File: src/rtl/fpu_pkg.sv
// rtl/fpu_pkg.sv - shared opcodes, unit count and sequencer state type for the FPU
package fpu_pkg;

    localparam int NUM_UNITS       = 5;
    localparam int DEFAULT_TIMEOUT = 64;

    localparam logic [2:0] OPC_U0 = 3'd0;
    localparam logic [2:0] OPC_U1 = 3'd1;
    localparam logic [2:0] OPC_U2 = 3'd2;
    localparam logic [2:0] OPC_U3 = 3'd3;
    localparam logic [2:0] OPC_U4 = 3'd4;

    typedef enum logic [1:0] {
        IDLE  = 2'd0,
        ISSUE = 2'd1,
        WAIT  = 2'd2,
        RESP  = 2'd3
    } seq_state_e;

endpackage

File: src/rtl/fpu_watchdog.sv
// rtl/fpu_watchdog.sv - loadable up-counter with clear/enable and terminal-count flag
module fpu_watchdog #(
    parameter int TIMEOUT = 64,
    parameter int CW      = $clog2(TIMEOUT)
) (
    input  logic          clk,
    input  logic          rst_n,
    input  logic          clr_i,
    input  logic          load_i,
    input  logic [CW-1:0] load_val_i,
    input  logic          en_i,
    output logic          tc_o
);

    localparam logic [CW-1:0] TC_VAL = CW'(TIMEOUT - 1);

    logic [CW-1:0] cnt_q, cnt_d;

    always_comb begin
        cnt_d = cnt_q;
        if (clr_i) begin
            cnt_d = '0;
        end else if (load_i) begin
            cnt_d = load_val_i;
        end else if (en_i) begin
            cnt_d = cnt_q + CW'(1);
        end
    end

    always_ff @(posedge clk) begin
        if (!rst_n) begin
            cnt_q <= '0;
        end else begin
            cnt_q <= cnt_d;
        end
    end

    assign tc_o = (cnt_q == TC_VAL);

endmodule

File: src/rtl/fpu_op_sequencer.sv
// rtl/fpu_op_sequencer.sv - single-outstanding start/done sequencer for the FPU arithmetic units
module fpu_op_sequencer #(
    parameter int W         = 32,
    parameter int NUM_UNITS = fpu_pkg::NUM_UNITS,
    parameter int TIMEOUT   = fpu_pkg::DEFAULT_TIMEOUT
) (
    input  logic                   clk,
    input  logic                   rst_n,
    input  logic                   req_valid,
    output logic                   req_ready,
    input  logic [2:0]             req_opc,
    input  logic [W-1:0]           req_a,
    input  logic [W-1:0]           req_b,
    output logic [W-1:0]           op_a,
    output logic [W-1:0]           op_b,
    output logic [NUM_UNITS-1:0]   start,
    input  logic [NUM_UNITS-1:0]   unit_done,
    input  logic [NUM_UNITS*W-1:0] unit_result,
    output logic                   rsp_valid,
    input  logic                   rsp_ready,
    output logic [W-1:0]           rsp_result,
    output logic                   rsp_err,
    output logic                   busy
);

    import fpu_pkg::*;

    seq_state_e state_q, state_d;
    logic [2:0]           opc_q, opc_d;
    logic [W-1:0]         op_a_q, op_a_d, op_b_q, op_b_d;
    logic [NUM_UNITS-1:0] start_q, start_d;
    logic                 rsp_valid_q, rsp_valid_d;
    logic [W-1:0]         rsp_result_q, rsp_result_d;
    logic                 rsp_err_q, rsp_err_d;

    logic         accept, opc_legal;
    logic         sel_done;
    logic [W-1:0] sel_result;
    logic         wd_clr, wd_en, wd_tc;

    assign req_ready = rst_n && (state_q == IDLE);
    assign busy      = (state_q != IDLE);
    assign accept    = req_valid && req_ready;
    assign opc_legal = (32'(req_opc) < 32'(NUM_UNITS));

    // Only the unit named by the latched opcode can complete the operation.
    always_comb begin
        sel_done   = 1'b0;
        sel_result = '0;
        for (int i = 0; i < NUM_UNITS; i++) begin
            if (opc_q == 3'(i)) begin
                sel_done   = unit_done[i];
                sel_result = unit_result[i*W +: W];
            end
        end
    end

    always_comb begin
        state_d      = state_q;
        opc_d        = opc_q;
        op_a_d       = op_a_q;
        op_b_d       = op_b_q;
        rsp_result_d = rsp_result_q;
        rsp_err_d    = rsp_err_q;
        wd_clr       = 1'b0;
        wd_en        = 1'b0;
        unique case (state_q)
            IDLE: begin
                if (accept) begin
                    opc_d  = req_opc;
                    op_a_d = req_a;
                    op_b_d = req_b;
                    if (opc_legal) begin
                        state_d = ISSUE;
                    end else begin
                        rsp_result_d = '0;
                        rsp_err_d    = 1'b1;
                        state_d      = RESP;
                    end
                end
            end
            ISSUE: begin
                wd_clr  = 1'b1;
                state_d = WAIT;
            end
            WAIT: begin
                wd_en = 1'b1;
                // A done coinciding with terminal count still wins.
                if (sel_done) begin
                    rsp_result_d = sel_result;
                    rsp_err_d    = 1'b0;
                    state_d      = RESP;
                end else if (wd_tc) begin
                    rsp_result_d = '0;
                    rsp_err_d    = 1'b1;
                    state_d      = RESP;
                end
            end
            RESP: begin
                if (rsp_ready) begin
                    state_d = IDLE;
                end
            end
            default: state_d = IDLE;
        endcase

        start_d = '0;
        if (state_d == ISSUE) begin
            for (int i = 0; i < NUM_UNITS; i++) begin
                start_d[i] = (opc_d == 3'(i));
            end
        end
        rsp_valid_d = (state_d == RESP);
    end

    always_ff @(posedge clk) begin
        if (!rst_n) begin
            state_q      <= IDLE;
            opc_q        <= '0;
            op_a_q       <= '0;
            op_b_q       <= '0;
            start_q      <= '0;
            rsp_valid_q  <= 1'b0;
            rsp_result_q <= '0;
            rsp_err_q    <= 1'b0;
        end else begin
            state_q      <= state_d;
            opc_q        <= opc_d;
            op_a_q       <= op_a_d;
            op_b_q       <= op_b_d;
            start_q      <= start_d;
            rsp_valid_q  <= rsp_valid_d;
            rsp_result_q <= rsp_result_d;
            rsp_err_q    <= rsp_err_d;
        end
    end

    fpu_watchdog #(
        .TIMEOUT(TIMEOUT)
    ) u_watchdog (
        .clk       (clk),
        .rst_n     (rst_n),
        .clr_i     (wd_clr),
        .load_i    (1'b0),
        .load_val_i('0),
        .en_i      (wd_en),
        .tc_o      (wd_tc)
    );

    assign op_a       = op_a_q;
    assign op_b       = op_b_q;
    assign start      = start_q;
    assign rsp_valid  = rsp_valid_q;
    assign rsp_result = rsp_result_q;
    assign rsp_err    = rsp_err_q;

endmodule

File: config.mk
export PLATFORM = sky130hd
export DESIGN_NAME = fpu_op_sequencer
export DESIGN_NICKNAME = d
export VERILOG_FILES = /design/src/rtl/fpu_pkg.sv /design/src/rtl/fpu_watchdog.sv /design/src/rtl/fpu_op_sequencer.sv
export SDC_FILE = /design/constraint.sdc
export NUM_CORES = 1
export LEC_CHECK = 0
export ABC_AREA = 1
export CORE_ASPECT_RATIO = 0.8
export CORE_UTILIZATION = 33
export CTS_CLUSTER_SIZE = 28
export DETAILED_ROUTE_END_ITERATION = 6
export PLACE_DENSITY = 0.82
export SYNTH_ARGS = -nofsm -noshare
export SYNTH_HDL_FRONTEND = slang
export SYNTH_SLANG_ARGS = --single-unit
File: constraint.sdc
create_clock -name clk -period 1.6 [get_ports clk]
set_input_delay 0.32 -clock clk [delete_from_list [all_inputs] [get_ports clk]]
set_output_delay 0.32 -clock clk [all_outputs]
set_load 0.02 [all_outputs]
# --- Word-level counts from Yosys, hierarchy flattened ---
# Index checks and enable logic that the tools add are counted.
classes:
  n_addsub: 1
  magnitude_cmp: 1
  eq_ne: 17
  n_mux: 30
  bitwise_logic: 1
  n_reduce_logical: 11
ops:
  columns: ["operator", "n"]
  rows:
  - ["$mux 32", 9]
  - ["$pmux 32 s2", 1]
  - ["$eq 3x2->1 const B", 4]
  - ["$mux 1", 11]
  - ["$mux 2", 5]
  - ["$pmux 2 s4", 1]
  - ["$add 6x1->6 const B", 1]
  - ["$eq 2x2->1 const B", 3]
  - ["$eq 3x1->1 const B", 2]
  - ["$eq 3x3->1 const B", 2]
  - ["$eq 6x6->1 const B", 1]
  - ["$logic_not 3->1", 2]
  - ["$mux 3", 2]
  - ["$eq 2x1->1 const B", 2]
  - ["$ne 2x2->1 const B", 2]
  - ["$reduce_and 2->1", 2]
  - ["$reduce_and 4->1", 1]
  - ["$reduce_bool 2->1", 2]
  - ["$lt 3x3->1 const B", 1]
  - ["$ne 3x2->1 const B", 1]
  - ["$logic_and 1x1->1", 2]
  - ["$logic_not 2->1", 1]
  - ["$pmux 1 s2", 1]
  - ["$reduce_or 2->1", 1]
  - ["$not 1->1", 1]
word_totals:
  register_bits: 114
  in_bits: 236
  out_inout_bits: 105
  wordCells: 70

# --- Longest topological paths before layout ---
# Gate-level depths: netlist of run 1.
logic_depth:
  depth_word: 10
  mapped_depth: 11
  depth_no_buf: 10

# --- By module ---
# Synthesis of run 1 repeated with hierarchy kept, for this count alone.
unflattened:
  cells_unflattened: 809
  area_unflattened_um2: 5477.8
by_module_without_submodules:
  columns: ["module", "n_inst", "cells_per_inst", "area_each_um2", "seq_area_each_um2"]
  rows:
  - ["fpu_op_sequencer", 1, 754, 5097.4, 2162.1]
  - ["fpu_watchdog", 1, 55, 380.4, 120.1]

# --- Least setup slack after synthesis of run 1 ---
# OpenSTA, ideal clock, no wires.
synth_path:
  path_kind: "register to register"
  start: "reg state_q[1]"
  end: "reg rsp_result_q[10] (netlist: rsp_result[10])"
  setup_time_ns: 0.132
  arrival_time_ns: 1.583
  t_required_ns: 1.468
  path_slack_ns: -0.116
  path_stages_with_launch: 10
  path_buffers: 1
  synth_period_minus_slack_ns: 1.716
  path_cell_list: "dfxtp_1 -> nor2_1 -> inv_1 -> nor2_2 -> nand2_1 -> nor2_1 -> inv_1 -> clkbuf_1 -> nand4_1 -> a21oi_1"
synth_between:
  elab_chain_cells: 5
  word_cells_on_any_way: 10
  cone_classes: "eq/ne (4); mux (1); reduce/logical (5)"
synth_rtl:
  columns: ["element", "line", "source"]
  rows:
  - ["start: declaration", "fpu_op_sequencer.sv:28", "seq_state_e state_q, state_d;"]
  - ["start signal: assignment", "fpu_op_sequencer.sv:127", "state_q <= state_d;"]
  - ["$logic_not 2->1", "fpu_op_sequencer.sv:41", "assign req_ready = rst_n && (state_q == IDLE);"]
  - ["$logic_and 1x1->1", "fpu_op_sequencer.sv:41", null]
  - ["via req_ready", "fpu_op_sequencer.sv:10", "output logic req_ready,"]
  - ["$logic_and 1x1->1", "fpu_op_sequencer.sv:43", "assign accept = req_valid && req_ready;"]
  - ["$ne 2x2->1 (no source line)", null, null]
  - ["$reduce_and 4->1 (no source line)", null, null]
  - ["end signal: assignment", "fpu_op_sequencer.sv:133", "rsp_result_q <= rsp_result_d;"]
  - ["end: declaration", "fpu_op_sequencer.sv:33", "logic [W-1:0] rsp_result_q, rsp_result_d;"]
# The timed path passes the listed nets, and every way through them passes these cells.
# A chain may end at the register's enable or synchronous reset.

# --- Final worst setup path of run 1 ---
layout_path:
  start: "reg opc_q[0]"
  end: "reg rsp_result_q[27] (netlist: rsp_result[27])"
layout_between:
  elab_chain_cells: 8
  word_cells_on_any_way: 19
  cone_classes: "eq/ne (5); mux (12); reduce/logical (2)"
layout_rtl:
  columns: ["element", "line", "source"]
  rows:
  - ["start: declaration", "fpu_op_sequencer.sv:29", "logic [2:0] opc_q, opc_d;"]
  - ["start signal: assignment", "fpu_op_sequencer.sv:128", "opc_q <= opc_d;"]
  - ["$logic_not 3->1", "fpu_op_sequencer.sv:51", "if (opc_q == 3'(i)) begin"]
  - ["$mux 1 / $mux 32 (equally long branches) (5 in a row)", "fpu_op_sequencer.sv:51", null]
  - ["$ne 3x2->1 (no source line) / $mux 32 (equally long branches)", null, null]
  - ["$reduce_and 4->1 (no source line) / $pmux 32 s2 (equally long branches)", null, null]
# Parallel ways exist; a longest one is shown, timed or not.

==> run_results.csv, run 1 <==
group,metric,value,unit
outcome,status,"complete, but fails checks",
outcome,violations,"negative setup slack",
clocking,clkTransAtPathRegs,60,ps
sta,setup_violations,4,
cells_and_area,multi_input_area,2793,um2
cells_and_area,utilization,65.91,%
global_route,grt_pass1_wl,31.91,mm
pwr,p_leak,4.690,nW
sta,whs,457.7,ps
sta,tightest_slew,663.1,ps
place,port_buffers,340,
clocking,insertion_delay,400,ps
sta,report.final.slew_viol_count,0,
pwr,pwr-share-clk,40.6,%
yosys,synthCells,786,
sta,tns,-52.09,ps
die,coreArea,15310,um2
clocking,cts.sinks,114,
pwr,peakVddDrop,0.0007354,V
yosys,synth.avg_cell_area,6.714,um2
route,drt-initial-drc-count,374,
worst_hold_path,min_path_type,"reg -> reg",
pwr,p_per_area,1019,nW/um2
yosys,synth.area.top_cells,"dfxtp_1, nand2_1, nand3_1",
clocking,max-clock-path-buffers,2,
setup_path,critPathKind,"reg -> reg",
sta,clock_skew,11.35,ps
sta,setup_slack,-21.15,ps
die,die_w,143.4,um
yosys,yosysUniqueCellTypes,24,
clocking,cts_buffers,17,
route,vias,6790,
global_route,grt_max_degree,66,
cells_and_area,diodes,0,
sta,clock.fmax,616.8,MHz
yosys,syn_nets,1023,
pwr,internal-power,7.283,mW
route,drc,0,
die,die_h,115.1,um
sta,hold_viol,0,
clocking,clockRootBuffer,"clkbuf_16",
cells_and_area,synthToLayoutAreaGrowth,91.25,%
setup_path,cp.arrival,1940,ps
yosys,yosysTopAreaCellShare,43.24,%
yosys,netlist_area,5278,um2
cells_and_area,nets,1384,
yosys,synth_top_area_cell,"dfxtp_1",
die,pin_count,341,
sta,min_period,1621,ps
route,routed_wl,21.94,mm
yosys,seq_area_frac_synth,43.24,%
global_route,grtUsageTotal,24.71,%
route,ant_nets,0,
die,rows,40,
route,viasPerCell,4.956,
sta,period_share,101.3,%
place,finalWeightedCongestion,0.7820,
cells_and_area,seq_area,2290,um2
setup_path,crit_required,1920,ps
setup_path,setup.worst_path.start_class,"flip-flop",
route,wl_per_cell,16.01,um
global_route,grt_antenna_before_repair,0,
cells_and_area,drive_above_1_share,11.90,%
pwr,p_sw_share,29.18,%
die,start_util,34.46,%
sta,rsz0062_at_grt,"yes",
place,dp_slack,-204.1,ps
run,cap_violations,0,
setup_path,critPathMaxFanout,8,
pwr,seq_power_share,31.5,%
cells_and_area,fill_cells,1378,
clocking,htreeDepth,4,
pwr,p_comb_share,27.9,%
sta,slew_headroom,55.79,%
pwr,p_sw,3.001,mW
global_route,grt_pass1_vias,6411,
clocking,cts_hold_buf,0,
yosys,ys_ff_latch,114,
place,dp_hpwl,15.84,mm
clocking,cts_tree,"done",
die,dieArea,16510,um2
route,first_pass_iters,5,
setup_path,cp-end-kind,"flip-flop",
global_route,grt_overflow,0,
yosys,ys_warn_count,0,
==> layer usage <==
| metal | track usage (%) | wire length (um) | vias to the layer above |
|---|---|---|---|
| li1 | - | - | 3352 |
| met1 | 27.82 | 8885 | 3143 |
| met2 | 44.79 | 10780 | 267 |
| met3 | 7.747 | 1941 | 28 |
| met4 | 7.021 | 336 | 0 |
| met5 | 0 | 0 | - |
==> cell usage after synthesis (all sizes together) <==
| library cell | number |
|---|---|
| a211oi | 1 |
| dfxtp | 114 |
| or2 | 1 |
| buf | 24 |
| nor4 | 1 |
| clkbuf | 35 |
| o21ai | 39 |
| nor2 | 26 |
| nand4 | 34 |
| inv | 25 |
| ha | 1 |
| nand2 | 278 |
| xor2 | 1 |
| nor3b | 2 |
| nor3 | 4 |
| a21oi | 34 |
| nand3 | 166 |
==> path summary, 6_finish.rpt <==
kind | slack [ps] | to | cells after the start | start
max | -20 | rsp_result[27] | 12 | opc_q[0]
min | 460 | op_b[14] | 2 | op_b[14]
max reg2reg | -20 | rsp_result[27] | 12 | opc_q[0]
min reg2reg | 460 | op_b[14] | 2 | op_b[14]
==> flip-flops by register name, summed over array words and instances, names as in the netlist <==
name and cells:
opc_q 3, rsp_result 32, u_watchdog.cnt_q 6, op_a 32
rsp_err 1, start 5, rsp_valid 1, op_b 32
state_q 2
==> worst max-delay path, cell delays in order, from the launching register on <==
cell	delay [ps]
dfxtp_2	330
inv_2	40
buf_6	110
nor3_4	190
buf_6	140
buf_6	110
clkbuf_16	150
nand2_1	50
nand3_1	70
o21ai_1	70
nand3_1	110
nand2_1	70
a21oi_1	110
==> power groups by stage <==
stage	logic [mW]	registers, mW	clock network [mW]
finish	2.87	3.24	4.18
global route	3.11	3.27	4.40
CTS	2.72	3.23	4.25
detailed placement	2.86	3.30	0
global placement	2.83	3.29	0
floorplan	0.967	3.58	0
==> cells by family (layout without fill, tap and decap cells) <==
| group | Yosys count | after routing | synth area share [%] |
|---|---|---|---|
| AOI/OAI and AO/OA | 74 | 74 | 7.160 |
| xor gates and xnor gates | 1 | 1 | 0.1660 |
| adders and majority gates | 1 | 1 | 0.2370 |
| buffers and inverters | 84 | 458 | 6.662 |
| DFF | 114 | 114 | 43.24 |
| and+or+nand+nor | 512 | 512 | 42.53 |
==> placed cells by master, fill, tap and decap left out, types with 8 or more instances in the layout <==
cell / Yosys / final
nor2_1: 24 / 15
nand2_1: 277 / 270
inv_1: 23 / 19
o21ai_1: 17 / 22
nand3_1: 166 / 165
buf_6: 0 / 8
clkbuf_16: 0 / 22
a21oi_1: 34 / 30
dlygate4sd2_1: 0 / 103
clkdlybuf4s50_1: 0 / 234
nand4_1: 34 / 34
buf_4: 3 / 36
buf_12: 0 / 12
o21ai_0: 22 / 16
dfxtp_1: 114 / 108
==> stage by stage <==
step           cell area [um2]  total power [mW]  instances
2_1_floorplan             5285             4.550        786
3_3_place_gp              9223             6.121       1327
3_5_place_dp              9223             6.158       1327
4_1_cts                   9771             10.20       1359
5_1_grt                  10090             10.78       1370
6_report                 10090             10.28       1370
==> layout make-up <==
type	instances	area share (%)
well taps	210	2.603
clock inverters	15	2.293
inverters	25	0.9545
repair buffers	401	39.58
flip-flops and latches	114	22.69
clock buffers	17	4.215
multi-input cells	588	27.67
==> what timing repair did <==
action | CTS | global route
gates resized for setup | 119 | 53
setup buffers | 0 | 4
gates cloned | 0 | 7
endpoints found under the hold margin | 0 | 0
endpoints found under the setup margin | 142 | 43
pin swaps | 0 | 29
Note: power is estimated with default switching activity, not from simulation.
==> run 2: changes to the inputs <==
--- a/config.mk
+++ b/config.mk
@@ -6,6 +6,7 @@
 export NUM_CORES = 1
 export LEC_CHECK = 0
 export ABC_AREA = 1
+export ABC_CLOCK_PERIOD_IN_PS = 1600
 export CORE_ASPECT_RATIO = 0.8
 export CORE_UTILIZATION = 33
 export CTS_CLUSTER_SIZE = 28
==> results of run 2 <==
Same layout as run 1: the final DEF is identical, and so are final timing and power.
==> run 3: changes to the inputs <==
--- a/config.mk
+++ b/config.mk
@@ -12,6 +12,7 @@
 export CTS_CLUSTER_SIZE = 28
 export DETAILED_ROUTE_END_ITERATION = 6
 export PLACE_DENSITY = 0.82
+export SLEW_MARGIN = 20
 export SYNTH_ARGS = -nofsm -noshare
 export SYNTH_HDL_FRONTEND = slang
 export SYNTH_SLANG_ARGS = --single-unit
==> results of run 3 <==
Same layout as run 1: the final DEF is identical, and so are final timing and power.
